`src/rtl/eeprom_pkg.sv`:
```
// Shared definitions for the EEPROM request arbiter: FSM encoding and device constants.
package eeprom_pkg;

  typedef enum logic [5:0] {
    StIdle  = 6'b000001,
    StArb   = 6'b000010,
    StIssue = 6'b000100,
    StWait  = 6'b001000,
    StDone  = 6'b010000,
    StAbort = 6'b100000
  } arb_state_e;

  localparam logic [3:0]  EE_DEV_CODE     = 4'b1010;
  localparam int unsigned DEFAULT_TIMEOUT = 4096;

endpackage

```
`src/rtl/rr_arbiter.sv`:
```
// Round-robin requester selection: one-hot grant from the lowest request at or after the
// pointer, with the pointer moving past the winner whenever a grant is taken.
module rr_arbiter #(
  parameter int unsigned NREQ = 2
) (
  input  logic            CLK,
  input  logic            RESET,
  input  logic [NREQ-1:0] req,
  input  logic            advance,
  output logic [NREQ-1:0] gnt
);

  localparam int unsigned PW = $clog2(NREQ);

  logic [PW-1:0] ptr_q, ptr_d;
  logic [PW-1:0] win_idx, hi_idx, lo_idx;
  logic          hi_found, lo_found;

  always_comb begin
    hi_found = 1'b0;
    lo_found = 1'b0;
    hi_idx   = '0;
    lo_idx   = '0;
    // Descending scan: the last hit is the lowest index, both overall and at/after ptr.
    for (int i = NREQ - 1; i >= 0; i--) begin
      if (req[i]) begin
        if (i >= int'(ptr_q)) begin
          hi_found = 1'b1;
          hi_idx   = PW'(i);
        end
        lo_found = 1'b1;
        lo_idx   = PW'(i);
      end
    end
    win_idx = hi_found ? hi_idx : lo_idx;

    gnt = '0;
    if (lo_found) gnt[win_idx] = 1'b1;

    ptr_d = ptr_q;
    if (advance && lo_found) begin
      ptr_d = (win_idx == PW'(NREQ - 1)) ? '0 : win_idx + 1'b1;
    end
  end

  always_ff @(posedge CLK or negedge RESET) begin
    if (!RESET) ptr_q <= '0;
    else        ptr_q <= ptr_d;
  end

endmodule

```
`src/rtl/eeprom_arbiter.sv`:
```
// Shares one EEPROM serial controller between NREQ clients: round-robin grant, one-cycle
// strobe, held command until ACK, watchdog abort with controller reset.
module eeprom_arbiter
  import eeprom_pkg::*;
#(
  parameter int unsigned NREQ    = 2,
  parameter int unsigned AW      = 11,
  parameter int unsigned TIMEOUT = DEFAULT_TIMEOUT
) (
  input  logic             CLK,
  input  logic             RESET,
  input  logic [NREQ-1:0]  REQ,
  input  logic [NREQ-1:0]  RNW,
  input  logic [NREQ*AW-1:0] ADDR_IN,
  input  logic [NREQ*8-1:0] WDATA_IN,
  output logic [NREQ-1:0]  GNT,
  output logic [NREQ-1:0]  DONE,
  output logic             ERR,
  output logic [7:0]       RDATA,
  output logic             EE_WR,
  output logic             EE_RD,
  output logic [AW-1:0]    EE_ADDR,
  output logic [7:0]       EE_WDATA,
  output logic             EE_DOE,
  input  logic [7:0]       EE_RDATA,
  input  logic             EE_ACK,
  output logic             EE_RST
);

  localparam int unsigned WDW = $clog2(TIMEOUT) + 1;

  arb_state_e      state_q, state_d;
  logic [NREQ-1:0] gnt_q, gnt_d;
  logic            rnw_q, rnw_d;
  logic [AW-1:0]   addr_q, addr_d;
  logic [7:0]      wdata_q, wdata_d;
  logic [7:0]      rdata_q, rdata_d;
  logic [WDW-1:0]  wd_q, wd_d;
  logic            err_q, err_d;
  logic            abort_cnt_q, abort_cnt_d;
  logic            ee_rst_q, ee_rst_d;

  logic [NREQ-1:0] arb_gnt;
  logic            arb_advance;
  logic            sel_rnw;
  logic [AW-1:0]   sel_addr;
  logic [7:0]      sel_wdata;

  rr_arbiter #(
    .NREQ (NREQ)
  ) u_rr_arbiter (
    .CLK     (CLK),
    .RESET   (RESET),
    .req     (REQ),
    .advance (arb_advance),
    .gnt     (arb_gnt)
  );

  always_comb begin
    sel_rnw   = 1'b0;
    sel_addr  = '0;
    sel_wdata = '0;
    for (int i = 0; i < NREQ; i++) begin
      if (arb_gnt[i]) begin
        sel_rnw   = RNW[i];
        sel_addr  = ADDR_IN[i*AW +: AW];
        sel_wdata = WDATA_IN[i*8 +: 8];
      end
    end
  end

  always_comb begin
    state_d     = state_q;
    gnt_d       = gnt_q;
    rnw_d       = rnw_q;
    addr_d      = addr_q;
    wdata_d     = wdata_q;
    rdata_d     = rdata_q;
    wd_d        = wd_q;
    err_d       = err_q;
    abort_cnt_d = abort_cnt_q;
    arb_advance = 1'b0;

    unique case (state_q)
      StIdle: begin
        if (|REQ) state_d = StArb;
      end
      StArb: begin
        if (|REQ) begin
          gnt_d       = arb_gnt;
          rnw_d       = sel_rnw;
          addr_d      = sel_addr;
          wdata_d     = sel_wdata;
          arb_advance = 1'b1;
          state_d     = StIssue;
        end else begin
          state_d = StIdle;
        end
      end
      StIssue: begin
        wd_d    = '0;
        err_d   = 1'b0;
        state_d = StWait;
      end
      StWait: begin
        if (wd_q != {WDW{1'b1}}) wd_d = wd_q + 1'b1;
        if (EE_ACK) begin
          if (rnw_q) rdata_d = EE_RDATA;
          state_d = StDone;
        end else if (wd_q >= WDW'(TIMEOUT - 1)) begin
          err_d       = 1'b1;
          abort_cnt_d = 1'b0;
          state_d     = StAbort;
        end
      end
      StAbort: begin
        // Two cycles of controller reset before reporting the failure.
        if (abort_cnt_q) state_d = StDone;
        else             abort_cnt_d = 1'b1;
      end
      StDone: begin
        gnt_d   = '0;
        state_d = StIdle;
      end
      default: state_d = StIdle;
    endcase

    ee_rst_d = (state_d == StAbort);
  end

  always_ff @(posedge CLK or negedge RESET) begin
    if (!RESET) begin
      state_q     <= StIdle;
      gnt_q       <= '0;
      rnw_q       <= 1'b0;
      addr_q      <= '0;
      wdata_q     <= '0;
      rdata_q     <= '0;
      wd_q        <= '0;
      err_q       <= 1'b0;
      abort_cnt_q <= 1'b0;
      ee_rst_q    <= 1'b1;
    end else begin
      state_q     <= state_d;
      gnt_q       <= gnt_d;
      rnw_q       <= rnw_d;
      addr_q      <= addr_d;
      wdata_q     <= wdata_d;
      rdata_q     <= rdata_d;
      wd_q        <= wd_d;
      err_q       <= err_d;
      abort_cnt_q <= abort_cnt_d;
      ee_rst_q    <= ee_rst_d;
    end
  end

  // The grant is already visible in the arbitration cycle.
  assign GNT      = gnt_q | ((state_q == StArb) ? arb_gnt : '0);
  assign DONE     = (state_q == StDone) ? gnt_q : '0;
  assign ERR      = (state_q == StDone) && err_q;
  assign RDATA    = rdata_q;
  assign EE_WR    = (state_q == StIssue) && !rnw_q;
  assign EE_RD    = (state_q == StIssue) && rnw_q;
  assign EE_ADDR  = addr_q;
  assign EE_WDATA = wdata_q;
  assign EE_DOE   = ((state_q == StIssue) || (state_q == StWait)) && !rnw_q;
  assign EE_RST   = ee_rst_q;

endmodule

```
`config.mk`:
```
export PLATFORM = sky130hd
export DESIGN_NAME = eeprom_arbiter
export DESIGN_NICKNAME = d
export VERILOG_FILES = /design/src/rtl/eeprom_pkg.sv /design/src/rtl/rr_arbiter.sv /design/src/rtl/eeprom_arbiter.sv
export SDC_FILE = /design/constraint.sdc
export NUM_CORES = 1
export LEC_CHECK = 0
export BUFFER_PORTS_ARGS = -buffer_cell sky130_fd_sc_hd__buf_2
export CORE_UTILIZATION = 40
export CTS_CLUSTER_DIAMETER = 40
export DETAILED_ROUTE_END_ITERATION = 16
export GPL_ROUTABILITY_DRIVEN = 1
export PLACE_DENSITY = 0.68
export SETUP_SLACK_MARGIN = 0.5
export SKIP_CTS_REPAIR_TIMING = 1
export SLEW_MARGIN = 20
export SYNTH_ARGS = -nofsm -noshare
export SYNTH_HDL_FRONTEND = slang
export SYNTH_SLANG_ARGS = --single-unit
export TNS_END_PERCENT = 1
```
`constraint.sdc`:
```
create_clock -name CLK -period 3.23 [get_ports CLK]
set_clock_uncertainty 0.1 [all_clocks]
set_input_delay 0.323 -clock CLK [delete_from_list [all_inputs] [get_ports CLK]]
set_output_delay 0.323 -clock CLK [all_outputs]
set_load 0.1 [all_outputs]
```
==> results.sh, run 1 <==
export IMPL_drc_errors=0
export IMPL_violations="hold timing"
export IMPL_tightest_slew_ps=879.1
export IMPL_netlist_area_um2=2575
export IMPL_syn_nets=307
export IMPL_via_per_inst=5.319
export IMPL_cp_end_kind="primary output"
export IMPL_port_buffers=88
export IMPL_htreeDepth=2
export IMPL_worstSetupPathType="reg2out"
export IMPL_final_period_utilization_pct=75.78
export IMPL_root_buffer="clkbuf_8"
export IMPL_clk_pin_slew_ps=100
export IMPL_seq_area_frac_synth_pct=51.60
export IMPL_antenna_found_initial=0
export IMPL_placementRows=28
export IMPL_drive_gt1_share_pct=34.78
export IMPL_syn_inst=253
export IMPL_worstPathArrival_ps=2020
export IMPL_core_area_um2=6061
export IMPL_cp_slowest_cell="nor4_2"
export IMPL_startpoint_type="flip-flop"
export IMPL_maxCapViolations=0
export IMPL_crit_family="simple AND/OR/NAND/NOR gates"
export IMPL_synth_edf_count=0
export IMPL_status="complete, but fails checks"
export IMPL_leakagePower_uw=0.001686
export IMPL_gr_total_overflow=0
export IMPL_tns_ps=0
export IMPL_start_util_pct=42.49
export IMPL_drt_iter0_markers=86
export IMPL_slew_viol_final=0
export IMPL_grt_pass1_wl_mm=9.522
export IMPL_ys_warn_count=0
export IMPL_grt_max_degree=45
export IMPL_worst_r2r_cell_count=4
export IMPL_holdWs_ps=-40.02
export IMPL_place_gp_congestion=0.8561
export IMPL_dp_hpwl_mm=4.356
export IMPL_rsz0062_at_grt="false"
export IMPL_nets=398
export IMPL_vias=2234
export IMPL_pin_count=89
export IMPL_rr_startpoint="state_q[1]"
export IMPL_ant_nets=0
export IMPL_hold_violations=30
export IMPL_crit_cells=4
export IMPL_antenna_cells=0
export IMPL_clk_latency_ps=310
export IMPL_max_slew_margin_pct=40.57
export IMPL_die_area_um2=6763
export IMPL_p_total_uw=3163
export IMPL_period_minus_slack_ps=2448
export IMPL_min_path_type="in2async"
export IMPL_async_flop_share_pct=100.0
export IMPL_routed_wl_mm=5.674
export IMPL_finalSetupViolCount=0
export IMPL_fmax_mhz=408.5
export IMPL_r2r_setup_slack_ps=810
export IMPL_routedWlPerCell_um=13.51
export IMPL_synthDistinctLibCells=41
export IMPL_die_h_um=82.24
export IMPL_vdd_drop_max_v=0.0006470
export IMPL_critPathBufInv=1
export IMPL_yosys_register_bits=53
export IMPL_numClockSinks=53
export IMPL_power_density_nw_per_um2=975.0
export IMPL_crit_path_max_incr_delay_ps=480
export IMPL_cts_tree="yes"
export IMPL_grt_usage_pct=18.40
export IMPL_path_cells="nor4_2, nand2_1, nor2_2, clkbuf_4"
export IMPL_crit_fanout=10
export IMPL_cts_path_max_buffers=2
export IMPL_die_w_um=82.24
export IMPL_syn2layout_area_growth_pct=26.00
export IMPL_synth_area_per_cell_um2=10.18
export IMPL_cp_required_ps=2810
export IMPL_cts_inserted_buffers=5
export IMPL_grt_pass1_vias=2118
export IMPL_synth_flop_cell="dfrtp_1"
export IMPL_rr_endpoint="wd_q[9]"
export IMPL_drt_pass1_iterations=4
[flip-flops by register name, indices dropped and copies added, names as in the netlist]
| name | flops |
|---|---|
| EE_ADDR | 11 |
| EE_RST | 1 |
| EE_WDATA | 8 |
| RDATA | 8 |
| abort_cnt_q | 1 |
| err_q | 1 |
| gnt_q | 2 |
| rnw_q | 1 |
| state_q | 6 |
| u_rr_arbiter.ptr_q | 1 |
| wd_q | 13 |
[metrics by stage]
step	util [%]	cells	cell area [um2]	worst slack, ps
floorplan	-	253	2577	418.7
global placement	51.71	412	3134	844.2
detailed placement	51.71	412	3134	770.6
CTS	53.39	420	3236	420.2
global route	53.53	420	3244	570.4
finish	53.53	420	3244	782.2
[report_power, final]
group / internal, uW / switching [uW] / leakage (uW) / total (uW)
logic: 345 / 1420 / 0.000937 / 1770
registers: 859 / 131 / 0.000695 / 990
clock network: 194 / 210 / 0.0000542 / 405
[cell usage after synthesis, types with 2 or more instances]
master,n,area [um2]
dfrtp_1,51,1276
nand2_1,34,127.6
o21ai_0,27,135.1
mux2i_1,20,200.2
a21oi_1,13,65.06
mux2_2,9,101.4
or4_1,9,67.56
nor2_1,8,30.03
clkbuf_1,7,26.28
o31ai_1,7,52.55
nand3_1,6,30.03
inv_1,5,18.77
nand4_1,5,31.28
nor4_1,5,31.28
and2_1,4,25.02
nand2b_1,4,25.02
and3_1,3,18.77
nor2b_1,3,18.77
nor3_1,3,15.01
or2_2,3,18.77
a21o_1,2,15.01
a22o_1,2,17.52
buf_1,2,7.510
dfstp_2,2,52.55
or3_1,2,12.51
xor2_1,2,17.52
[worst max path at each step]
stage | startpoint | endpoint | slack, ps
after global placement | state_q[1] | EE_DOE | 840
after CTS | state_q[1] | EE_DOE | 420
after global routing | state_q[1] | EE_WR | 570
final | state_q[1] | EE_DOE | 780
after floorplan | state_q[1] | EE_WR | 420
after detailed placement | state_q[1] | EE_DOE | 770
[placed cells by master, fill, tap and decap left out, types with 2 or more instances in the layout]
cell type / Yosys / routed
buf_2: 0 / 86
a22o_1: 2 / 2
or4_1: 9 / 9
clkbuf_8: 0 / 7
o21ai_0: 27 / 27
mux2i_1: 20 / 20
a21o_1: 2 / 2
nand2_1: 34 / 34
or3_1: 2 / 2
buf_4: 0 / 5
nor4_1: 5 / 4
mux2_2: 9 / 9
nor2_1: 8 / 7
o31ai_1: 7 / 7
nand3_1: 6 / 6
dfrtp_1: 51 / 51
and2_1: 4 / 4
a21oi_1: 13 / 13
nor2b_1: 3 / 3
nand2b_1: 4 / 4
or2_2: 3 / 3
dfstp_2: 2 / 2
inv_1: 5 / 5
nor3_1: 3 / 3
nand4_1: 5 / 5
and3_1: 3 / 3
xor2_1: 2 / 2
[logic make-up (layout without fill, tap and decap cells)]
group           Yosys count  in the layout  share of synthesized area, %
fa+ha+maj                 1              1                        0.4858
xor+xnor                  2              2                        0.6804
simple gates             96             96                         20.21
buf+inv                  14            106                         2.041
mux                      29             29                         11.71
flops                    53             53                         51.60
compound gates           58             58                         13.27
[layer usage]
layer	up-vias	GRT usage, %	share of wire [%]
li1	1107	-	-
met1	1060	22.77	42
met2	59	32.23	52
met3	8	4.286	4.3
met4	0	4.561	1.3
met5	-	0	0
[cell type report]
class / count / area, um2
Sequential cell: 53 / 1329
Clock buffer: 7 / 96.34
Timing Repair Buffer: 93 / 495.5
Clock inverter: 1 / 5.005
Tap cell: 75 / 93.84
Inverter: 5 / 18.77
Fill cell: 570 / 2816
Multi-Input combinational cell: 186 / 1206
No activity file was read; power rests on OpenSTA's default activity.
==> run 2: changes to the inputs <==
- clock period: 3.23 -> 2.4 ns (I/O delays scaled with it)
==> results.sh, run 2 (same netlist as run 1, synthesis figures left out) <==
export IMPL_hold_violations=0
export IMPL_min_to="RDATA[0]"
export IMPL_top_register="wd_q"
export IMPL_antenna_found_initial=0
export IMPL_numClockSinks=53
export IMPL_rsz0062_at_grt="true"
export IMPL_most_common_layout_cells="81 x buf_2, 50 x dfrtp_1, 32 x nand2_1"
export IMPL_combPwrFrac_pct=56.0
export IMPL_setup_slack_ps=182.5
export IMPL_startpoint_type="flip-flop"
export IMPL_power_density_nw_per_um2=1311
export IMPL_status="completed"
export IMPL_worstHoldPathCells=2
export IMPL_grt_max_degree=43
export IMPL_cts_tree="yes"
export IMPL_drt_iter0_markers=99
export IMPL_nets=408
export IMPL_tightest_slew_ps=641.6
export IMPL_final_cell_area_um2=3422
export IMPL_max_slew_margin_pct=57.23
export IMPL_die_area_um2=6763
export IMPL_worst_r2r_cell_count=4
export IMPL_clk_latency_ps=310
export IMPL_period_minus_slack_ps=2218
export IMPL_dp_slack_ps=154.4
export IMPL_drc_errors=0
export IMPL_syn2layout_area_growth_pct=32.90
export IMPL_die_w_um=82.24
export IMPL_clk_pin_slew_ps=110
export IMPL_vias=2275
export IMPL_rr_endpoint="wd_q[9]"
export IMPL_cts_inserted_buffers=5
export IMPL_core_area_um2=6061
export IMPL_finalSetupViolCount=0
export IMPL_gr_total_overflow=0
export IMPL_cts_path_max_buffers=2
export IMPL_p_sw_uw=2465
export IMPL_start_util_pct=42.49
export IMPL_drt_pass1_iterations=4
export IMPL_layout_commonest_cell="buf_2"
export IMPL_grt_usage_pct=19.14
export IMPL_fill_cells=550
export IMPL_min_path_type="in2reg"
export IMPL_worstHoldStart="EE_RDATA[0]"
export IMPL_maxCapViolations=0
export IMPL_wl_met1_mm=2.690
export IMPL_drive_gt1_share_pct=37.75
export IMPL_internal_power_uw=2022
export IMPL_leakagePower_uw=0.001752
export IMPL_routed_wl_mm=5.930
export IMPL_routedWlPerCell_um=13.79
export IMPL_crit_fanout=6
export IMPL_antenna_cells=0
export IMPL_htreeDepth=2
export IMPL_cp_required_ps=2550
export IMPL_utilization_pct=56.46
export IMPL_final_period_utilization_pct=92.40
export IMPL_worstPathArrival_ps=2370
export IMPL_place_area_um2=3227
export IMPL_via_per_inst=5.291
export IMPL_die_h_um=82.24
export IMPL_clkPwrFrac_pct=14.3
export IMPL_placementRows=28
export IMPL_met2WireLength_mm=2.818
export IMPL_worstSetupPathType="reg2reg"
export IMPL_vdd_drop_max_v=0.0008294
export IMPL_wl_met3_um=313
export IMPL_cp_end_kind="flip-flop"
export IMPL_pin_count=89
export IMPL_largest_reg_flops=13
export IMPL_rr_startpoint="state_q[0]"
export IMPL_dp_hpwl_mm=4.444
export IMPL_fmax_mhz=451.0
export IMPL_topRoutingLayerUsed="met4"
export IMPL_power_frac_seq_pct=29.7
export IMPL_slew_viol_final=0
export IMPL_ant_nets=0
export IMPL_root_buffer="clkbuf_8"
export IMPL_place_gp_congestion=0.8181
export IMPL_grt_pass1_wl_mm=9.770
export IMPL_grt_pass1_vias=2081
export IMPL_port_buffers=88
export IMPL_p_sw_share_pct=54.93
export IMPL_r2r_setup_slack_ps=180
-- run 2: cell types whose count changed in the layout (fill, tap and decap cells not counted), moves of 2 or more --
cell      delta
buf_4        +9
buf_2        -5
buf_12       +3
clkbuf_4     +2
clkbuf_8     -2
nand2_1      -2
nand2_2      +2
nor2_4       +2
-- run 2: worst max-delay path by stage --
| stage | end | startpoint |
|---|---|---|
| 3_5_place_dp | wd_q[9] | state_q[5] |
| 6_report | wd_q[9] | state_q[0] |
| 3_3_place_gp | wd_q[9] | state_q[0] |
| 2_1_floorplan | wd_q[9] | state_q[1] |
| 4_1_cts | EE_DOE | state_q[1] |
| 5_1_grt | wd_q[7] | state_q[0] |
-- run 2: layout make-up --
cell class	count	area (um2)	area share, %
Clock inverter	3	50.05	1.463
Clock buffer	5	68.82	2.011
Timing Repair Buffer	103	623.1	18.21
Tap cell	75	93.84	2.742
Inverter	5	18.77	0.5484
Multi-Input combinational cell	186	1237	36.16
Sequential cell	53	1330	38.87
-- run 2: per-stage QoR --
| step | hold WS [ps] | instances | TNS, ps | power [uW] |
|---|---|---|---|---|
| 2_1_floorplan | -155.6 | 253 | 0 | 3293 |
| 3_3_place_gp | 195.2 | 417 | 0 | 3771 |
| 3_5_place_dp | 203.1 | 417 | 0 | 3807 |
| 4_1_cts | -145.6 | 425 | -23.24 | 4451 |
| 5_1_grt | 39.56 | 430 | 0 | 4697 |
| 6_report | 51.58 | 430 | 0 | 4487 |
-- run 2: critical path, cell delays in order, from the launching register on --
cell and delay, ps:
dfstp_2 400, or4_4 560, or4b_4 560, or4_1 410, a21oi_1 130
-- run 2: power by group through the flow --
stage	combinational, uW	clock, uW	sequential [uW]
after floorplan	682	0	2610
after global placement	2430	0	1340
after detailed placement	2460	0	1350
after CTS	2460	660	1340
after global routing	2640	687	1370
final	2510	640	1330
-- run 2: layer usage --
metal,GRT usage [%],up-vias
met5,0,-
met4,7.895,0
met3,3.407,9
met2,30.17,67
met1,25.99,1072
li1,-,1127
==> run 3: changes to the inputs <==
- clock period: 2.4 -> 2.8 ns (I/O delays scaled with it)
==> results.sh, run 3 (same netlist as run 1, synthesis figures left out) <==
export IMPL_min_to="RDATA[5]"
export IMPL_cts_tree="yes"
export IMPL_crit_path_max_incr_delay_ps=590
export IMPL_most_common_layout_cells="82 x buf_2, 49 x dfrtp_1, 34 x nand2_1"
export IMPL_tightest_slew_ps=878.2
export IMPL_start_util_pct=42.49
export IMPL_cts_path_max_buffers=2
export IMPL_drc_errors=0
export IMPL_r2r_setup_slack_ps=470
export IMPL_layout_commonest_cell="buf_2"
export IMPL_nets=405
export IMPL_antenna_cells=0
export IMPL_rsz0062_at_grt="true"
export IMPL_antenna_found_initial=0
export IMPL_clk_latency_ps=300
export IMPL_cp_slowest_cell="or4b_4"
export IMPL_grt_pass1_vias=2150
export IMPL_rr_endpoint="wd_q[7]"
export IMPL_root_buffer="clkbuf_8"
export IMPL_htreeDepth=2
export IMPL_top_register="wd_q"
export IMPL_die_h_um=82.24
export IMPL_crit_fanout=6
export IMPL_grt_usage_pct=18.00
export IMPL_cp_required_ps=2930
export IMPL_final_cell_area_um2=3349
export IMPL_worst_r2r_cell_count=4
export IMPL_worstSetupPathType="reg2reg"
export IMPL_status="completed"
export IMPL_routed_wl_mm=5.864
export IMPL_maxCapViolations=0
export IMPL_grt_pass1_wl_mm=9.390
export IMPL_utilization_pct=55.26
export IMPL_gr_total_overflow=0
export IMPL_port_buffers=88
export IMPL_finalSetupViolCount=0
export IMPL_vdd_drop_max_v=0.001005
export IMPL_startpoint="state_q[1]"
export IMPL_die_w_um=82.24
export IMPL_worstHoldStart="EE_RDATA[5]"
export IMPL_drt_iter0_markers=60
export IMPL_startpoint_type="flip-flop"
export IMPL_via_per_inst=5.218
export IMPL_ant_nets=0
export IMPL_die_area_um2=6763
export IMPL_max_slew_margin_pct=40.63
export IMPL_routedWlPerCell_um=13.73
export IMPL_setup_slack_ps=472.0
export IMPL_place_gp_congestion=0.9083
export IMPL_numClockSinks=53
export IMPL_critPathBufInv=0
export IMPL_period_minus_slack_ps=2328
export IMPL_fmax_mhz=429.5
export IMPL_crit_family="simple AND/OR/NAND/NOR gates"
export IMPL_placementRows=28
export IMPL_dp_slack_ps=395.9
export IMPL_drive_gt1_share_pct=38.35
export IMPL_worstHoldPathCells=2
export IMPL_cts_inserted_buffers=5
export IMPL_dp_hpwl_mm=4.425
export IMPL_hold_violations=0
export IMPL_slew_viol_final=0
export IMPL_rr_startpoint="state_q[1]"
export IMPL_syn2layout_area_growth_pct=30.08
export IMPL_final_period_utilization_pct=83.14
export IMPL_power_density_nw_per_um2=1100
export IMPL_place_area_um2=3164
export IMPL_tns_ps=0
export IMPL_largest_reg_flops=13
export IMPL_vias=2228
export IMPL_pin_count=89
export IMPL_worstPathArrival_ps=2460
export IMPL_min_path_type="in2reg"
export IMPL_clk_pin_slew_ps=100
export IMPL_path_cells="or4_4, or4b_4, or4_1, a21oi_1"
export IMPL_cp_end_kind="flip-flop"
export IMPL_grt_max_degree=31
export IMPL_drt_pass1_iterations=4
export IMPL_leakagePower_uw=0.001713
export IMPL_core_area_um2=6061
[run 3: changes by cell type in the layout (fill, tap and decap cells not counted), sizes merged]
cell | before | now
clkinvlp | 0 | 1
buf | 99 | 96
bufinv | 1 | 0
[run 3: metrics by stage]
step | cells | hold slack, ps | power, uW
after floorplan | 253 | -115.6 | 2819
after global placement | 415 | 202.9 | 3199
after detailed placement | 415 | 196.2 | 3231
after CTS | 423 | -140.4 | 3669
after global routing | 427 | 88.73 | 3867
final | 427 | 98.94 | 3684
[run 3: layer usage]
metal / share of wire, % / global-route usage [%]
met5: 0 / 0
met4: 0.61 / 4.912
met3: 3.7 / 4.505
met2: 52 / 31.65
met1: 44 / 21.77
[run 3: worst reg2reg max path, stage by stage, from the launching register on]
cell and delay [ps]:
dfrtp_2 460, or4_4 530, or4b_4 590, or4_1 420
a21oi_1 160
[run 3: power breakdown]
part / switching, uW / internal, uW / total (uW)
sequential: 166 / 992 / 1160
clock: 258 / 178 / 436
combinational: 1650 / 437 / 2090
total: 2080 / 1610 / 3680
[run 3: worst max-delay path by stage]
stage	endpoint	slack, ps	depth (start not counted)
global route	EE_DOE	410	5
floorplan	EE_WR	480	3
global placement	wd_q[9]	450	4
CTS	EE_DOE	300	5
detailed placement	wd_q[9]	400	4
finish	wd_q[7]	470	4
[run 3: area by class of cell]
type | count | area (um2)
multi-input combinational | 186 | 1247
timing repair buffer | 100 | 568.0
clock buffer | 5 | 68.82
tap | 75 | 93.84
fill | 562 | 2711
clock inverter | 3 | 21.27
sequential | 53 | 1331
inverter | 5 | 18.77
